## src/rtl/imm_ext_arbiter.sv

```systemverilog
// Round-robin shared 16->32 bit immediate extender with a one-entry valid/ready output register.
// Define IMM_EXT_SHIFT2_EN to make mode 10 produce a word-aligned (shifted left by 2) branch offset.
module imm_ext_arbiter (
   input  logic        clk,
   input  logic        rst_n,
   input  logic        req0_valid,
   input  logic [15:0] req0_imm,
   input  logic [1:0]  req0_mode,
   output logic        req0_ready,
   input  logic        req1_valid,
   input  logic [15:0] req1_imm,
   input  logic [1:0]  req1_mode,
   output logic        req1_ready,
   output logic        out_valid,
   input  logic        out_ready,
   output logic [31:0] out_data,
   output logic        out_src,
   output logic [15:0] ext_count
);

   typedef enum logic {EMPTY, FULL} state_t;

   state_t      state, state_next;
   logic        last_grant;
   logic        winner;
   logic        load_en;
   logic        accept;
   logic [15:0] sel_imm;
   logic [1:0]  sel_mode;

   function automatic logic [31:0] extend(input logic [15:0] imm, input logic [1:0] mode);
      logic [31:0] sext;
      logic [31:0] res;
      sext = {{16{imm[15]}}, imm};
      res  = sext;
      case (mode)
         2'b01:   res = {16'h0000, imm};
`ifdef IMM_EXT_SHIFT2_EN
         2'b10:   res = {sext[29:0], 2'b00};
`else
         2'b10:   res = sext;
`endif
         2'b11:   res = {imm, 16'h0000};
         default: res = sext;
      endcase
      return res;
   endfunction

   always_ff @(posedge clk or negedge rst_n) begin
      if (!rst_n) state <= EMPTY;
      else        state <= state_next;
   end

   // Readies are gated by rst_n so nothing is handed out while reset is held.
   always_comb begin
      state_next = state;
      winner     = req1_valid;
      if (req0_valid && req1_valid) winner = ~last_grant;
      load_en    = rst_n && ((state == EMPTY) || out_ready);
      req0_ready = load_en && req0_valid && !winner;
      req1_ready = load_en && req1_valid && winner;
      accept     = req0_ready || req1_ready;
      sel_imm    = winner ? req1_imm  : req0_imm;
      sel_mode   = winner ? req1_mode : req0_mode;
      out_valid  = (state == FULL);
      if (accept)                          state_next = FULL;
      else if (state == FULL && out_ready) state_next = EMPTY;
   end

   // last_grant resets to 1 so requester 0 wins the first contention.
   always_ff @(posedge clk or negedge rst_n) begin
      if (!rst_n) begin
         out_data   <= 32'h0;
         out_src    <= 1'b0;
         last_grant <= 1'b1;
      end else if (accept) begin
         out_data   <= extend(sel_imm, sel_mode);
         out_src    <= winner;
         last_grant <= winner;
      end
   end

   always_ff @(posedge clk or negedge rst_n) begin
      if (!rst_n)                                         ext_count <= 16'h0;
      else if (out_valid && out_ready && ext_count != 16'hFFFF) ext_count <= ext_count + 16'h1;
   end

endmodule

```

## config.mk

```make
export PLATFORM = sky130hd
export DESIGN_NAME = imm_ext_arbiter
export DESIGN_NICKNAME = d
export VERILOG_FILES = /design/src/rtl/imm_ext_arbiter.sv
export SDC_FILE = /design/constraint.sdc
export NUM_CORES = 1
export LEC_CHECK = 0
export ABC_AREA = 1
export CAP_MARGIN = 20
export CORE_MARGIN = 2
export CORE_UTILIZATION = 38
export DETAILED_ROUTE_END_ITERATION = 6
export PLACE_DENSITY_LB_ADDON = 0.05
export SYNTH_ARGS = -nofsm -noshare
export SYNTH_HDL_FRONTEND = slang
export SYNTH_SLANG_ARGS = --single-unit
```

## constraint.sdc

```tcl
create_clock -name clk -period 2.9 [get_ports clk]
set_clock_uncertainty 0.05 [all_clocks]
set_input_delay 0.58 -clock clk [delete_from_list [all_inputs] [get_ports clk]]
set_output_delay 0.58 -clock clk [all_outputs]
set_load 0.05 [all_outputs]
```

==> results by stage <==
Run status:
- The flow ran to the end, and the final reports show no timing, DRC or antenna violations.

Clocking:
- The number of buffers added by the clock tree synthesis step is 5.
- The number of hold buffers added after CTS is 0.
- Post-CTS timing repair inserted 0 buffers for setup.
- Clock latency on the worst-skew pair, taken at its later pin, is 0.31 ns.
- TritonCTS built the clock tree.
- After clock tree synthesis, the clock-pin slew on the worst setup and hold paths is 0.10 ns.
- The clock sink count is a little over 50.
- The number of gates resized after CTS was 0.
- The root buffer selected by CTS is sky130_fd_sc_hd__clkbuf_8.
- The longest clock path from root to sink contains 2 buffers.
- The number of H-tree levels is 2.

Placement:
- The total half-perimeter wirelength after legalization and detailed placement is between 5000 and 6000 µm.
- The cell count after placement is about 590.
- In this run the tool buffered the top-level ports with between 90 and 100 buffer cells.
- At the end of routability-driven placement, the weighted congestion stood at ~0.85.

Yosys:
- By count the netlist is led by 152 x sky130_fd_sc_hd__nand2_1, 57 x sky130_fd_sc_hd__inv_1, 51 x sky130_fd_sc_hd__nor2_1.
- After synthesis, the largest family of logic cells by area is simple AND/OR/NAND/NOR gates.
- In the synthesized netlist the async set-or-reset flop fraction comes to 100%.
- The post-synthesis sequential element count is 51.
- In the synthesized netlist the dominant register cell turns out to be sky130_fd_sc_hd__dfrtp_1.
- In the post-synthesis netlist, the biggest area contributors are sky130_fd_sc_hd__dfrtp_1 44%, sky130_fd_sc_hd__nand2_1 20%, sky130_fd_sc_hd__inv_1 7.5%.
- Yosys mapped the design onto 20 distinct sky130hd cell types.
- The sequential share of the synthesized area is between 40 and 50%.
- The synthesized netlist net count is 453.
- The mapped netlist covers around 2900 µm².
- Synthesis produced between 400 and 500 cells.
- Counting flops with a built-in enable in the synthesized netlist gives 0.
- The average instance in the mapped netlist occupies 6.94 µm².
- During synthesis, Yosys emitted a total of 0 warnings.
- Of all cell types, the one taking the most synthesized area is sky130_fd_sc_hd__dfrtp_1.
- Summing the areas of all compound-gate instances in the mapped netlist gives about 6.5% of the synthesized area.
- In this run the biggest area consumer among cell types represents a little over two fifths of the synthesized area.
- Summing the areas of all fa, ha and maj instances in the mapped netlist gives less than 1% of the synthesized area.
- The most common cell in the synthesized netlist is sky130_fd_sc_hd__nand2_1.
- The synthesized netlist devotes between 30% and 40% of its cell area to simple gates.
- The share of the synthesized netlist area taken by xor and xnor gates is 2.15%.
- Multiplexer cells account for 0% of the synthesized area.

Final layout:
- The net total in the final layout is roughly 540.
- The footprint of the multi-input gates is 1260 µm².
- The non-filler instance count after layout is about 600.
- Of the cells placed in the final design, the portion with a size suffix greater than 1 is under 10%.
- Counting the fill cells in the layout gives slightly above 700.
- The number of inserted diodes is 0.
- The area growth from synthesis to layout is 39.8%.
- The register cell area after layout is between 1000 and 1500 µm².

Worst hold path:
- The worst hold path belongs to the class input port to asynchronous set/reset pin.

Worst setup path:
- On the worst path, the slowest cell contributes a delay of around 0.5 ns.
- The data arrival time at the worst-slack endpoint is roughly 1.9 ns.
- Walking the worst path, the cells encountered are clkdlybuf4s50_1 -> nor2_1 -> nor2_2 -> nand2_1 -> nor2_1 -> buf_12.
- The capturing element type of the critical path is a primary output.
- The critical path is of the input port to primary output type.
- For the worst setup path, the data required time is around 2.3 ns.
- The kind of start point of the critical path is an input port.
- The largest individual stage delay along the critical path comes from the cell sky130_fd_sc_hd__clkdlybuf4s50_1.
- The maximum fanout along the worst path is 4.
- Counting stages on the worst path, the most repeated cell is sky130_fd_sc_hd__nor2_1.

Pwr:
- Power spread over the standard cell area amounts to 687 nW/µm².
- The power share of the combinational group is a little under half.
- The worst IR drop on VDD is 0.251 mV.
- The analysis attributes to cell leakage a power of about 1.9 nW.
- The internal power of the cells totals around 1.6 mW.
- The proportion of power drawn by the clock network is between 10% and 20%.
- For this design the total switching power over the nets is 1.18 mW.
- The share of total power dissipated in sequential elements is between 30 and 40%.
- Net switching is between 40% and 50% of the power.

Routing:
- The number of vias per cell is 4.46.
- The routed length per instance is ~11 µm.
- The number of nets still failing antenna checks after routing is 0.
- The total number of vias is ~2700.
- The number of optimization iterations in the first detailed-route pass is 4.
- After detailed routing, the total wire length is 6890 µm.
- The post-detailed-route DRC marker count is 0.
- The starting DRC count in detailed routing is between 150 and 200.

GRT:
- The global routing usage summed across all routing layers is 17.7%.
- For this run the aggregate overflow at the end of global routing stands at 0.
- The first global-routing pass estimated 11900 µm of wire.
- The number of global-route vias before repair is approximately 2600.
- The number of antenna violations at the first check in global routing is 0.
- Entering global routing, the biggest net connects between 50 and 60 pins.

Floorplan:
- The initial standard-cell utilization of the core is 39.3%.
- The die width is 90.6 µm.
- After floorplanning, the core was sized to cover 7250 µm².
- The count of pins on the block boundary is 93.
- The die is ~90 µm tall.
- The total die area is ~8200 µm².
- The number of rows in the core area is 31.

Flow run:
- The number of violations of the max-capacitance limit is 0.

STA:
- The total count of hold-check failures in the final report is 0.
- In this run the tightest slew margin relative to its limit is roughly 56%.
- The number of slew-limit violations in the final report is 0.
- Subtracting the final worst setup slack from the clock period gives 2.53 ns.
- The slew at the pin with the worst max-slew slack is about 0.65 ns.
- The final setup TNS is 0 ns.
- Setup repair after global routing left no endpoint under its margin.
- The share of the clock period used by the worst path after layout is ~87%.
- Setup violations remaining at the end of the flow were counted as 0.
- Based on the critical path, the design can be clocked at up to approximately 400 MHz.
==> path summary, 6_finish.rpt <==
kind,startpoint,endpoint,slack (ns),cells past startpoint
max,out_ready,req0_ready,0.37,6
min,rst_n,ext_count[5],0.34,2
max reg2reg,ext_count[0],ext_count[10],0.92,8
min reg2reg,last_grant,last_grant,0.44,2
max in group asynchronous,rst_n,out_data[24],2.02,2
min in group clk,last_grant,last_grant,0.44,2
==> power groups by stage <==
stage	clock network (mW)	logic (mW)	registers, mW
2_1_floorplan	0	0.324	1.47
6_report	0.521	1.24	0.975
3_5_place_dp	0	1.26	0.991
3_3_place_gp	0	1.25	0.986
4_1_cts	0.540	1.26	0.980
5_1_grt	0.574	1.34	0.999
==> logic make-up (layout without fill, tap and decap cells) <==
group / count (synthesis) / count (layout)
simple gates: 246 / 246
buf+inv: 72 / 164
fa+ha+maj: 1 / 1
xor+xnor: 7 / 7
compound gates: 34 / 34
flops: 51 / 51
==> placed cells by master, fill, tap and decap left out <==
master,count
sky130_fd_sc_hd__bufinv_16,1
sky130_fd_sc_hd__nor2_4,1
sky130_fd_sc_hd__dfrtp_1,50
sky130_fd_sc_hd__o21ai_4,1
sky130_fd_sc_hd__nor2_1,51
sky130_fd_sc_hd__o21ai_1,15
sky130_fd_sc_hd__clkbuf_8,6
sky130_fd_sc_hd__a21oi_2,1
sky130_fd_sc_hd__inv_2,2
sky130_fd_sc_hd__ha_1,1
sky130_fd_sc_hd__dfstp_2,1
sky130_fd_sc_hd__nor2_2,1
sky130_fd_sc_hd__clkdlybuf4s50_1,89
sky130_fd_sc_hd__nand2_2,6
sky130_fd_sc_hd__clkinv_2,1
sky130_fd_sc_hd__nand2_1,152
sky130_fd_sc_hd__buf_4,4
sky130_fd_sc_hd__nand4_1,8
sky130_fd_sc_hd__buf_2,1
sky130_fd_sc_hd__nand3_1,27
sky130_fd_sc_hd__o21ai_0,17
sky130_fd_sc_hd__inv_1,57
sky130_fd_sc_hd__xnor2_1,7
sky130_fd_sc_hd__buf_12,3
==> per-layer routing <==
layer	track usage (%)	up-vias	routed length, µm
li1	-	1428	-
met1	21.6	1180	3050
met2	30.7	69	3320
met3	5.18	5	460
met4	4.23	0	55
met5	0	-	0
==> worst max-delay path: cells and delay by family <==
family | cells | cell delay [ns]
buffers and inverters | 2 | 0.67
AND/OR/NAND/NOR | 4 | 0.66
==> metrics by stage <==
step	power, mW	setup WS [ns]	util [%]	instance area (µm²)	hold slack, ns
6_report	2.74	0.368	55.0	3990	0.336
5_1_grt	2.92	0.261	55.0	3990	0.400
3_3_place_gp	2.23	0.388	53.4	3870	0.414
3_5_place_dp	2.25	0.381	53.4	3870	0.421
4_1_cts	2.78	0.359	55.0	3990	0.365
2_1_floorplan	1.79	0.569	-	2850	0.234
==> state kept, by name, indices dropped and copies added (netlist names) <==
signal / flops
out_src: 1
ext_count: 16
last_grant: 1
out_valid: 1
out_data: 32
==> layout make-up <==
type / count / area share [%]
Sequential cell: 51 / 32.0
Multi-Input combinational cell: 288 / 31.6
Timing Repair Buffer: 97 / 24.7
Inverter: 59 / 5.55
Tap cell: 99 / 3.11
Clock buffer: 6 / 2.07
Clock inverter: 2 / 0.879
No activity file was read; power rests on OpenSTA's default activity.
